<file path="src/rtl/axis_pad_pkg.sv">
// axis_pad_pkg: shared state type and keep helpers for the frame padder.
// Helpers work on KEEP_MAX-wide vectors; callers zero-extend or truncate.
package axis_pad_pkg;

    localparam int DEF_MIN_BYTES = 60;
    localparam int KEEP_MAX      = 256;

    typedef enum logic {
        PASS = 1'b0,
        PAD  = 1'b1
    } pad_state_e;

    function automatic int unsigned keep_count(
        input logic [KEEP_MAX-1:0] keep
    );
        int unsigned n;
        n = 0;
        for (int i = 0; i < KEEP_MAX; i++) begin
            n = n + {31'd0, keep[i]};
        end
        return n;
    endfunction

    function automatic logic [KEEP_MAX-1:0] count_to_keep(
        input int unsigned n,
        input int unsigned keep_w
    );
        logic [KEEP_MAX-1:0] k;
        k = '0;
        for (int unsigned i = 0; i < KEEP_MAX; i++) begin
            k[i] = (i < n) && (i < keep_w);
        end
        return k;
    endfunction

endpackage

</file>
<file path="src/rtl/axis_min_frame_pad_if.sv">
// axis_min_frame_pad_if: AXI-Stream bundle with master and slave views.
// tuser is only carried on the master side of the padder.
interface axis_min_frame_pad_if #(
    parameter int DATA_W = 512
);
    localparam int KEEP_W = DATA_W / 8;

    logic [DATA_W-1:0] tdata;
    logic [KEEP_W-1:0] tkeep;
    logic              tvalid;
    logic              tlast;
    logic              tuser;
    logic              tready;

    modport master (
        output tdata, tkeep, tvalid, tlast, tuser,
        input  tready
    );

    modport slave (
        input  tdata, tkeep, tvalid, tlast,
        output tready
    );

endinterface

</file>
<file path="src/rtl/axis_pad_out_reg.sv">
// axis_pad_out_reg: one-entry output register holding a beat until taken.
// slot_free_o tells the loader a new beat may be written this cycle.
module axis_pad_out_reg #(
    parameter int DATA_W = 512
) (
    input  logic                  aclk,
    input  logic                  aresetn,
    input  logic                  load_i,
    input  logic [DATA_W-1:0]     data_i,
    input  logic [DATA_W/8-1:0]   keep_i,
    input  logic                  last_i,
    input  logic                  user_i,
    output logic                  slot_free_o,
    axis_min_frame_pad_if.master  m_axis
);
    localparam int KEEP_W = DATA_W / 8;

    logic              valid_q;
    logic              last_q;
    logic              user_q;
    logic [DATA_W-1:0] data_q;
    logic [KEEP_W-1:0] keep_q;

    assign slot_free_o   = !valid_q || m_axis.tready;
    assign m_axis.tvalid = valid_q;
    assign m_axis.tdata  = data_q;
    assign m_axis.tkeep  = keep_q;
    assign m_axis.tlast  = last_q;
    assign m_axis.tuser  = user_q;

    always_ff @(posedge aclk or negedge aresetn) begin
        if (!aresetn) begin
            valid_q <= 1'b0;
            last_q  <= 1'b0;
            user_q  <= 1'b0;
            data_q  <= '0;
            keep_q  <= '0;
        end else if (load_i) begin
            valid_q <= 1'b1;
            last_q  <= last_i;
            user_q  <= user_i;
            data_q  <= data_i;
            keep_q  <= keep_i;
        end else if (m_axis.tready) begin
            valid_q <= 1'b0;
        end
    end

endmodule

</file>
<file path="src/rtl/axis_min_frame_pad.sv">
// axis_min_frame_pad: extends short AXI-Stream frames to MIN_BYTES with zeros.
// Define AXIS_PAD_OVERSIZE_CHECK_EN to flag frames above MAX_BYTES on tuser.
module axis_min_frame_pad
    import axis_pad_pkg::*;
#(
    parameter int DATA_W    = 512,
    parameter int MIN_BYTES = DEF_MIN_BYTES,
    parameter int MAX_BYTES = 1514,
    parameter int CNT_W     = 16
) (
    input  logic                 aclk,
    input  logic                 aresetn,
    axis_min_frame_pad_if.slave  s_axis,
    axis_min_frame_pad_if.master m_axis
);
    localparam int KEEP_W = DATA_W / 8;
    localparam logic [CNT_W-1:0] MIN_C  = CNT_W'(MIN_BYTES);
    localparam logic [CNT_W:0]   KEEP_C = (CNT_W + 1)'(KEEP_W);

    pad_state_e        state_q, state_d;
    logic [CNT_W-1:0]  cnt_q, cnt_d;
    logic [CNT_W-1:0]  rem_q, rem_d;
    logic              run_q;
    logic              slot_free;
    logic              accept;
    logic              over;
    logic [CNT_W-1:0]  nb, tot, rem0;
    logic [CNT_W:0]    sum, nr;
    logic [KEEP_W-1:0] nb_mask;
    logic              ld;
    logic [DATA_W-1:0] ld_data;
    logic [KEEP_W-1:0] ld_keep;
    logic              ld_last;
    logic              ld_user;

    // run_q keeps the input closed until the first clock after reset
    assign s_axis.tready = run_q && slot_free && (state_q == PASS);
    assign accept  = s_axis.tvalid && s_axis.tready;
    assign nb      = CNT_W'(keep_count(KEEP_MAX'(s_axis.tkeep)));
    assign sum     = {1'b0, cnt_q} + {1'b0, nb};
    assign tot     = sum[CNT_W] ? '1 : sum[CNT_W-1:0];
    assign rem0    = MIN_C - tot;
    assign nr      = {1'b0, nb} + {1'b0, rem0};
    assign nb_mask = KEEP_W'(count_to_keep(32'(nb), KEEP_W));

`ifdef AXIS_PAD_OVERSIZE_CHECK_EN
    logic flag_q, flag_d;

    assign over   = flag_q || (tot > CNT_W'(MAX_BYTES));
    assign flag_d = accept ? (!s_axis.tlast && over) : flag_q;

    always_ff @(posedge aclk or negedge aresetn) begin
        if (!aresetn) begin
            flag_q <= 1'b0;
        end else begin
            flag_q <= flag_d;
        end
    end
`else
    logic unused_max;

    assign over       = 1'b0;
    assign unused_max = (MAX_BYTES > 0);
`endif

    always_comb begin
        state_d = state_q;
        cnt_d   = cnt_q;
        rem_d   = rem_q;
        ld      = 1'b0;
        ld_data = '0;
        ld_keep = '0;
        ld_last = 1'b0;
        ld_user = 1'b0;
        unique case (state_q)
            PASS: begin
                if (accept) begin
                    ld      = 1'b1;
                    ld_data = s_axis.tdata;
                    ld_keep = s_axis.tkeep;
                    ld_last = s_axis.tlast;
                    cnt_d   = s_axis.tlast ? '0 : tot;
                    if (s_axis.tlast) begin
                        ld_user = over;
                        if (tot < MIN_C) begin
                            ld_keep = KEEP_W'(count_to_keep(32'(nr), KEEP_W));
                            for (int b = 0; b < KEEP_W; b++) begin
                                if (!nb_mask[b]) begin
                                    ld_data[8*b +: 8] = 8'h00;
                                end
                            end
                            if (nr > KEEP_C) begin
                                ld_last = 1'b0;
                                rem_d   = CNT_W'(nr - KEEP_C);
                                state_d = PAD;
                            end
                        end
                    end
                end
            end
            PAD: begin
                if (slot_free) begin
                    ld      = 1'b1;
                    ld_keep = KEEP_W'(count_to_keep(32'(rem_q), KEEP_W));
                    if ({1'b0, rem_q} <= KEEP_C) begin
                        ld_last = 1'b1;
                        rem_d   = '0;
                        state_d = PASS;
                    end else begin
                        rem_d = rem_q - CNT_W'(KEEP_W);
                    end
                end
            end
            default: ;
        endcase
    end

    always_ff @(posedge aclk or negedge aresetn) begin
        if (!aresetn) begin
            state_q <= PASS;
            cnt_q   <= '0;
            rem_q   <= '0;
            run_q   <= 1'b0;
        end else begin
            state_q <= state_d;
            cnt_q   <= cnt_d;
            rem_q   <= rem_d;
            run_q   <= 1'b1;
        end
    end

    axis_pad_out_reg #(
        .DATA_W (DATA_W)
    ) u_out (
        .aclk        (aclk),
        .aresetn     (aresetn),
        .load_i      (ld),
        .data_i      (ld_data),
        .keep_i      (ld_keep),
        .last_i      (ld_last),
        .user_i      (ld_user),
        .slot_free_o (slot_free),
        .m_axis      (m_axis)
    );

endmodule

</file>
<file path="src/flat_wrapper.sv">
// flat-port wrapper written by rule: the top's interface ports become plain ports
module axis_min_frame_pad_flat import axis_pad_pkg::*;
#(
    parameter int DATA_W    = 512,
    parameter int MIN_BYTES = DEF_MIN_BYTES,
    parameter int MAX_BYTES = 1514,
    parameter int CNT_W     = 16
)
  (aclk, aresetn, s_axis_tdata, s_axis_tkeep, s_axis_tvalid, s_axis_tlast, s_axis_tready, m_axis_tdata, m_axis_tkeep, m_axis_tvalid, m_axis_tlast, m_axis_tuser, m_axis_tready);
  axis_min_frame_pad_if #(.DATA_W(DATA_W)) s_axis_i ();
  axis_min_frame_pad_if #(.DATA_W(DATA_W)) m_axis_i ();
  input  logic aclk;
  input  logic aresetn;
  input wire logic [$bits(s_axis_i.tdata)-1:0] s_axis_tdata;
  input wire logic [$bits(s_axis_i.tkeep)-1:0] s_axis_tkeep;
  input wire logic [$bits(s_axis_i.tvalid)-1:0] s_axis_tvalid;
  input wire logic [$bits(s_axis_i.tlast)-1:0] s_axis_tlast;
  output wire logic [$bits(s_axis_i.tready)-1:0] s_axis_tready;
  output wire logic [$bits(m_axis_i.tdata)-1:0] m_axis_tdata;
  output wire logic [$bits(m_axis_i.tkeep)-1:0] m_axis_tkeep;
  output wire logic [$bits(m_axis_i.tvalid)-1:0] m_axis_tvalid;
  output wire logic [$bits(m_axis_i.tlast)-1:0] m_axis_tlast;
  output wire logic [$bits(m_axis_i.tuser)-1:0] m_axis_tuser;
  input wire logic [$bits(m_axis_i.tready)-1:0] m_axis_tready;
  assign s_axis_i.tdata = s_axis_tdata;
  assign s_axis_i.tkeep = s_axis_tkeep;
  assign s_axis_i.tvalid = s_axis_tvalid;
  assign s_axis_i.tlast = s_axis_tlast;
  assign s_axis_tready = s_axis_i.tready;
  assign m_axis_tdata = m_axis_i.tdata;
  assign m_axis_tkeep = m_axis_i.tkeep;
  assign m_axis_tvalid = m_axis_i.tvalid;
  assign m_axis_tlast = m_axis_i.tlast;
  assign m_axis_tuser = m_axis_i.tuser;
  assign m_axis_i.tready = m_axis_tready;
  axis_min_frame_pad #(.DATA_W(DATA_W), .MIN_BYTES(MIN_BYTES), .MAX_BYTES(MAX_BYTES), .CNT_W(CNT_W)) u_core (.aclk(aclk), .aresetn(aresetn), .s_axis(s_axis_i), .m_axis(m_axis_i));
endmodule
</file>
<file path="config.mk">
export PLATFORM = sky130hd
export DESIGN_NAME = axis_min_frame_pad_flat
export DESIGN_NICKNAME = d
export VERILOG_FILES = /design/src/rtl/axis_pad_pkg.sv /design/src/rtl/axis_min_frame_pad_if.sv /design/src/rtl/axis_pad_out_reg.sv /design/src/rtl/axis_min_frame_pad.sv /design/src/flat_wrapper.sv
export SDC_FILE = /design/constraint.sdc
export NUM_CORES = 1
export LEC_CHECK = 0
export CAP_MARGIN = 20
export CORE_AREA = 5 5 455 457
export DETAILED_ROUTE_END_ITERATION = 10
export DIE_AREA = 0 0 460 462
export GPL_ROUTABILITY_DRIVEN = 0
export GPL_TIMING_DRIVEN = 0
export PLACE_DENSITY = 0.37
export SLEW_MARGIN = 40
export SYNTH_ARGS = -nofsm -noshare
export SYNTH_HDL_FRONTEND = slang
export SYNTH_SLANG_ARGS = --single-unit
</file>
<file path="constraint.sdc">
create_clock -name aclk -period 12.05 [get_ports aclk]
set_input_delay 1.8075 -clock aclk [delete_from_list [all_inputs] [get_ports aclk]]
set_output_delay 1.8075 -clock aclk [all_outputs]
set_load 0.005 [all_outputs]
</file>
==> flow_metrics.tcl, run 1 <==
set metrics [dict create \
    ant_nets 0 \
    synth-edff-count 0 \
    nets 4379 \
    synth_ff_type "dfrtp_1" \
    die_h_um 462 \
    tightest_slew_ns 1.17 \
    drc 0 \
    utilization_pct 23.8 \
    first_iter_violations 2374 \
    layout-drive-gt1-share_pct 14.2 \
    r2r_end "u_core.rem_q[13]$_DFFE_PN0P_" \
    holdWs_ns 0.488 \
    vias 27800 \
    hold_viol 0 \
    max_freq_mhz 82.4 \
    reg2regPathDepth 24 \
    critPathMostFrequentCell "fa_2" \
    firstDrtPassIters 6 \
    clk_pin_slew_ns 0.05 \
    io_pins 1161 \
    synth_top_area_share_pct 55.2 \
    gr-total-overflow 0 \
    yosys_warnings 0 \
    grt_max_degree 95 \
    critPathKind "in2reg" \
    cts_sinks 612 \
    hold_buffers 0 \
    final_common_cell "clkdlybuf4s50_1" \
    crit_arrival_ns 12.70 \
    setup_viol 3 \
    htreeDepth 3 \
    rsz0062_at_grt "true" \
    rows 166 \
    totalWireLength_um 208000 \
    synth_seq_cells 612 \
    cp.required_ns 12.61 \
    grt_pass1_wl_um 269000 \
    vias_per_cell 4.29 \
    slew_headroom_pct 21.9 \
    cts_tree "done" \
    ys_seq_area_share_pct 55.2 \
    worst_slack_ns -0.0884 \
    place_hpwl_um 171000 \
    clk_latency_ns 0.74 \
    grt_pass1_vias 28100 \
    synthCells 2367 \
    min_to "u_core.u_out.m_axis.tdata[1]$_DFFE_PN0P_" \
    critPathMaxFanout 9 \
    final_cell_mix "clkdlybuf4s50_1 (1126), dfrtp_1 (612), a22o_1 (510)" \
    fp.dieArea_um2 213000 \
    postSynthAreaPerCell_um2 11.7 \
    clockRootBuffer "clkbuf_16" \
    initial_core_util_pct 13.7 \
    area_delta_synth_final_pct 74.4 \
    slowest_stage "fa_2" \
    failed_checks "setup timing" \
    drv_slew 0 \
    post-route-min-period_ns 12.14 \
    period_share_pct 101 \
    grt_antenna_before_repair 91 \
    critPathCaptureType "register" \
    async_flop_share_pct 100 \
    yosys-top-cells-area "dfrtp_1 (55%), a22o_1 (16%), fa_1 (4.0%), a21oi_1 (2.4%), clkbuf_1 (1.7%)" \
    cap_violations 0 \
    startpoint "s_axis_tkeep[0]" \
    skew_ns 0.0677 \
    synth.largest_area_cell "dfrtp_1" \
    portBuffers 1158 \
    core_um2 203000 \
    grt.total_usage_pct 18.6 \
    r2r-start "u_core.cnt_q[0]$_DFFE_PN0P_" \
    status "finished, violations left" \
    post_drt_wl_per_cell_um 32.0 \
    syn_area_um2 27800 \
    start_kind "input pin" \
    synth.distinct_cells 86 \
    synth_nets 3039 \
    min_from "u_core.u_out.m_axis.tdata[1]$_DFFE_PN0P_" \
    clockBufferDepth 3 \
    min_path_type "reg2reg" \
    r2r_setup_slack_ns 6.28 \
    chipWidth_um 460 \
    slowest_delay_ns 0.65 \
    numCtsBuffers 87 \
    hold_depth 1 \
]
==> cells by family (layout without fill, tap and decap cells) <==
logic type	after synthesis	after routing	synth area share [%]
flops	612	612	55.2
mux	12	12	0.464
other cells	2	31	0.0271
compound gates	941	941	26.5
fa+ha+maj	91	91	5.62
buf+inv	253	1657	3.55
simple gates	413	413	7.22
xor+xnor	43	43	1.42
==> registers in the layout, indices dropped and copies added, names as in the netlist <==
register	flops
u_core.rem_q	16
u_core.u_out.m_axis.tlast	1
u_core.u_out.m_axis.tdata	512
u_core.u_out.m_axis.tkeep	64
u_core.run_q	1
u_core.u_out.m_axis.tvalid	1
u_core.state_q	1
u_core.cnt_q	16
==> area by class of cell <==
type	count	area, um2
fill	21800	155000
clock buffer	120	2440
antenna	29	72.6
tap	2688	3360
multi-input combinational	1502	13000
buffer	137	706
clock inverter	33	500
timing repair buffer	1257	12600
sequential	612	15300
inverter	110	429
==> routing by layer <==
metal | share of wire (%) | global-route usage [%]
met5 | 0.19 | 0
met4 | 4.2 | 7.60
met3 | 11 | 7.91
met2 | 45 | 28.6
met1 | 40 | 22.9
==> cells in the mapped netlist, types with 7 or more instances <==
master / number
nor3_1: 20
a211o_1: 8
or3_1: 7
a32o_1: 9
nand4_1: 20
nand2_1: 115
ha_1: 35
nand3_1: 36
xor2_1: 14
o221ai_1: 15
and2_1: 17
o21ai_0: 93
a31oi_1: 17
o21ai_1: 8
a221oi_1: 26
a32oi_1: 7
a21oi_1: 133
nand2b_1: 11
o31ai_1: 8
and3_1: 11
nor4_1: 17
a22o_1: 510
dfrtp_1: 612
clkbuf_1: 129
fa_1: 56
a21o_1: 12
nor2b_1: 7
mux2_2: 7
buf_2: 7
nor2_1: 121
xnor2_1: 28
a221o_1: 10
inv_1: 109
a211oi_1: 9
o211ai_1: 13
==> how the worst max path moves through the flow <==
stage	cells after the start	end
3_5_place_dp	37	u_core.u_out.m_axis.tkeep[41]$_DFFE_PN0P_
3_3_place_gp	1	u_core.u_out.m_axis.tdata[472]$_DFFE_PN0P_
6_report	43	u_core.rem_q[13]$_DFFE_PN0P_
2_1_floorplan	42	u_core.rem_q[12]$_DFFE_PN0P_
4_1_cts	43	u_core.rem_q[13]$_DFFE_PN0P_
5_1_grt	42	u_core.rem_q[11]$_DFFE_PN0P_
==> stage by stage <==
stage          area [um2]  setup slack, ns  setup TNS [ns]  cells
5_1_grt             48300           -0.237           -5.82   6473
3_3_place_gp        42900           -22.71               -   6213
3_5_place_dp        43600            -3.47        -1388.21   6228
6_report            48400          -0.0884          -0.147   6488
4_1_cts             47700           -0.166          -0.716   6441
2_1_floorplan       28000          -0.0572          -0.246   2367
==> timing repair <==
item | in CTS | in global routing
resized for setup | 195 | 110
pin swaps | 85 | 86
setup endpoints to repair | 594 | 319
cloned | 0 | 3
buffers inserted | 65 | 16
==> worst max-delay path: cells and delay by family <==
kind / cells / cell delay, ns
adders and majority gates: 14 / 5.95
AOI/OAI and AO/OA: 8 / 1.19
xor gates and xnor gates: 2 / 0.42
and+or+nand+nor: 10 / 2.26
buffers and inverters: 9 / 1.02
Power of run 1 is not shown: default switching activity piles up to over one toggle a cycle in this logic, so the estimate is an artifact.
==> run 2: changes to the inputs <==
Settings changed: REMOVE_ABC_BUFFERS set to 1.
==> run 2 against run 1 <==
  * The run now ends clean
  * First-iteration DRC count fell by 5.6%
  * Core utilization shrank 0.13 points
  * Clock-buffer cell count is 4 higher
  * Global-route usage fell by 0.91 points
  * Sequential cell count unchanged
  * Wire length decreased by 4.1%
  * Fmax grew 1.3%
  * Non-clock buffer count fell by 103
  * Design area down 0.56%
  * Critical path depth down 5
  * Worst setup slack improved by 0.15 ns
  * Clock skew shrank 0.016 ns
  * Highest routed layer unchanged
==> flow_metrics.tcl, run 2 (synthesis results as in run 1) <==
set metrics [dict create \
    status "finished, final reports clean" \
    first_iter_violations 2240 \
    holdWs_ns 0.492 \
    grt_pass1_wl_um 258000 \
    nets 4278 \
    ant_nets 0 \
    skew_ns 0.0517 \
    tightest_slew_ns 1.16 \
    clk_latency_ns 0.73 \
    drc 0 \
    htreeDepth 3 \
    cp.required_ns 12.65 \
    max_freq_mhz 83.4 \
    layout-drive-gt1-share_pct 14.4 \
    critPathCaptureType "register" \
    slew_headroom_pct 22.7 \
    period_share_pct 99.5 \
    grt_antenna_before_repair 119 \
    register_area_um2 15300 \
    io_pins 1161 \
    critPathKind "in2reg" \
    totalWireLength_um 199000 \
    post-route-min-period_ns 11.98 \
    core_um2 203000 \
    multi_input_area_um2 12900 \
    cts_tree "done" \
    portBuffers 1159 \
    area_delta_synth_final_pct 73.4 \
    clk_pin_slew_ns 0.05 \
    slowest_stage "fa_2" \
    rsz0062_at_grt "true" \
    fp.dieArea_um2 213000 \
    chipWidth_um 460 \
    post_drt_wl_per_cell_um 31.2 \
    crit_arrival_ns 12.58 \
    drv_slew 0 \
    clockBufferDepth 3 \
    grt.total_usage_pct 17.7 \
    vias 27300 \
    initial_core_util_pct 13.7 \
    final_cell_mix "clkdlybuf4s50_1 (1127), dfrtp_1 (610), a22o_1 (510)" \
    utilization_pct 23.7 \
    cts_sinks 612 \
    min_path_type "reg2reg" \
    hold_viol 0 \
    post-place-ws_ns -4.41 \
    start_kind "input pin" \
    gr-total-overflow 0 \
    cap_violations 0 \
    hold_depth 1 \
    die_h_um 462 \
    final_common_cell "clkdlybuf4s50_1" \
    nFillCells 21600 \
    largest_reg_flops 512 \
    grt_pass1_vias 27200 \
    critPathMaxFanout 9 \
    hold_buffers 0 \
    rows 166 \
    setup_viol 0 \
    reg2regPathDepth 20 \
    clockRootBuffer "clkbuf_16" \
    place_hpwl_um 160000 \
    vias_per_cell 4.28 \
    grt_max_degree 88 \
    firstDrtPassIters 5 \
    numCtsBuffers 83 \
    slowest_delay_ns 0.63 \
    worst_slack_ns 0.0661 \
]
-- run 2: worst paths after layout --
path                                                           from                                   endpoint  slack (ns)
max                                                 s_axis_tkeep[1]               u_core.rem_q[12]$_DFFE_PN0P_        0.07
min                        u_core.u_out.m_axis.tdata[3]$_DFFE_PN0P_   u_core.u_out.m_axis.tdata[3]$_DFFE_PN0P_        0.49
min reg2reg                u_core.u_out.m_axis.tdata[3]$_DFFE_PN0P_   u_core.u_out.m_axis.tdata[3]$_DFFE_PN0P_        0.49
max in group asynchronous                                   aresetn   u_core.u_out.m_axis.tdata[2]$_DFFE_PN0P_        9.32
max reg2reg                             u_core.cnt_q[0]$_DFFE_PN0P_               u_core.rem_q[12]$_DFFE_PN0P_        6.25
min in group asynchronous                                   aresetn  u_core.u_out.m_axis.tkeep[43]$_DFFE_PN0P_        0.97
-- run 2: what timing repair did --
item,4_1_cts,5_1_grt
setup buffers,54,25
pin swaps,64,78
cloned,5,2
endpoints found under the setup margin,594,413
resized for setup,133,142
-- run 2: cell type report --
class,count,area share (%)
Sequential cell,612,31.8
Timing Repair Buffer,1291,27.5
Multi-Input combinational cell,1508,26.8
Tap cell,2688,6.99
Clock buffer,124,5.10
Inverter,110,0.887
Clock inverter,23,0.723
Antenna cell,35,0.182
-- run 2: per-layer routing --
layer | global-route usage (%) | share of wire [%] | up-vias
li1 | - | - | 11500
met1 | 22.0 | 40 | 13900
met2 | 28.0 | 46 | 1424
met3 | 6.84 | 10 | 362
met4 | 6.20 | 3.8 | 68
met5 | 0 | 0.21 | -
-- run 2: worst max-delay path, delay by kind of cell --
| family | cells | cell delay (ns) |
|---|---|---|
| buf+inv | 5 | 0.60 |
| simple gates | 10 | 2.76 |
| fa+ha+maj | 14 | 5.89 |
| mux | 1 | 0.29 |
| xor+xnor | 3 | 0.74 |
| compound gates | 5 | 0.47 |
-- run 2: through the flow --
stage | cells | cell area [um2] | TNS [ns]
floorplan | 2224 | 27200 | -1608.81
global placement | 6071 | 42100 | -
detailed placement | 6125 | 43600 | -1609.49
CTS | 6331 | 47300 | 0
global route | 6372 | 48100 | -4.22
finish | 6391 | 48100 | 0
Power of run 2 is left out for the same reason.
==> run 3: changes to the inputs <==
Settings changed: SKIP_LAST_GASP set to 1.
==> run 3 against run 2 <==
  * Clock-buffer cell count unchanged
  * Critical path type unchanged
  * Via count about the same
  * Design area unchanged
  * First-iteration DRC count increased by 1.9%
  * Wire length about the same
  * Clock skew increased by 0.0010 ns
==> flow_metrics.tcl, run 3 (synthesis results as in run 1) <==
set metrics [dict create \
    clockRootBuffer "clkbuf_16" \
    grt_antenna_before_repair 119 \
    max_freq_mhz 83.7 \
    worst_slack_ns 0.101 \
    ant_nets 0 \
    tns_ns 0 \
    grt_max_degree 88 \
    start_kind "input pin" \
    post-route-min-period_ns 11.95 \
    core_um2 203000 \
    slowest_stage "fa_2" \
    first_iter_violations 2283 \
    rsz0062_at_grt "true" \
    gr-total-overflow 0 \
    min_path_type "reg2reg" \
    rows 166 \
    vias_per_cell 4.27 \
    drv_slew 0 \
    critPathCaptureType "register" \
    portBuffers 1159 \
    vias 27300 \
    drc 0 \
    crit_arrival_ns 12.56 \
    slowest_delay_ns 0.63 \
    hold_buffers 0 \
    grt.total_usage_pct 17.7 \
    clockBufferDepth 3 \
    post_drt_wl_per_cell_um 31.1 \
    grt_pass1_vias 27200 \
    final_cell_mix "clkdlybuf4s50_1 (1127), dfrtp_1 (610), a22o_1 (510)" \
    cp.required_ns 12.66 \
    htreeDepth 3 \
    post-place-ws_ns -4.41 \
    layout-drive-gt1-share_pct 14.3 \
    io_pins 1161 \
    critPathKind "in2reg" \
    critPathMaxFanout 9 \
    status "finished, final reports clean" \
    hold_viol 0 \
    tightest_slew_ns 1.22 \
    largest_reg_flops 512 \
    grt_pass1_wl_um 258000 \
    multi_input_area_um2 12900 \
    reg2regPathDepth 20 \
    post_dp_cell_area_um2 43600 \
    chipWidth_um 460 \
    clk_latency_ns 0.73 \
    totalWireLength_um 199000 \
    die_h_um 462 \
    area_delta_synth_final_pct 73.4 \
    slew_headroom_pct 18.4 \
    firstDrtPassIters 5 \
    numCtsBuffers 83 \
    nets 4278 \
    clk_pin_slew_ns 0.06 \
    cap_violations 0 \
    nFillCells 21600 \
    initial_core_util_pct 13.7 \
    fp.dieArea_um2 213000 \
    place_hpwl_um 160000 \
    period_share_pct 99.2 \
    cts_sinks 612 \
    skew_ns 0.0527 \
    setup_viol 0 \
    final_area_um2 48100 \
    cts_tree "done" \
    final_common_cell "clkdlybuf4s50_1" \
    hold_depth 1 \
    register_area_um2 15300 \
]
## run 3: cell types whose count changed in the layout (fill, tap and decap cells not counted), sizes merged
cell / change
diode: +2
## run 3: final timing paths
check / start / end / slack, ns
min reg2reg: u_core.u_out.m_axis.tdata[3]$_DFFE_PN0P_ / u_core.u_out.m_axis.tdata[3]$_DFFE_PN0P_ / 0.49
max reg2reg: u_core.cnt_q[0]$_DFFE_PN0P_ / u_core.rem_q[7]$_DFFE_PN0P_ / 6.27
max: s_axis_tkeep[1] / u_core.rem_q[7]$_DFFE_PN0P_ / 0.10
min: u_core.u_out.m_axis.tdata[3]$_DFFE_PN0P_ / u_core.u_out.m_axis.tdata[3]$_DFFE_PN0P_ / 0.49
min in group asynchronous: aresetn / u_core.u_out.m_axis.tkeep[43]$_DFFE_PN0P_ / 0.97
max in group asynchronous: aresetn / u_core.u_out.m_axis.tdata[435]$_DFFE_PN0P_ / 9.33
## run 3: layout make-up
class,instances,area share (%)
diodes,37,0.192
clock buffers,124,5.10
clock inverters,23,0.723
inverters,110,0.887
multi-input cells,1508,26.8
flip-flops and latches,612,31.8
well taps,2688,6.99
repair buffers,1291,27.5
## run 3: layer usage
layer	vias up	routed length (um)	track usage [%]
met5	-	409	0
li1	11500	-	-
met3	346	20400	6.85
met4	66	7280	6.04
met1	14000	79900	21.9
met2	1397	91100	28.1
## run 3: worst max-delay path: cells and delay by family
family | cells | cell delay [ns]
XOR/XNOR | 3 | 0.73
AND/OR/NAND/NOR | 10 | 2.70
adder cells (fa/ha/maj) | 14 | 5.88
multiplexers | 1 | 0.30
AO/OA/AOI/OAI | 5 | 0.46
buffers and inverters | 5 | 0.62
## run 3: what timing repair did
item	in CTS	in global routing
gates resized for setup	132	140
buffers inserted	54	25
endpoints found under the setup margin	594	413
gates cloned	5	2
pin swaps	64	81
## run 3: stage by stage
step	instances	hold WS [ns]	util (%)
after floorplan	2224	0.445	-
after global placement	6071	0.474	20.7
after detailed placement	6125	0.480	21.5
after CTS	6331	0.493	23.3
after global routing	6372	0.507	23.7
final	6393	0.493	23.7
Power of run 3 is left out for the same reason.
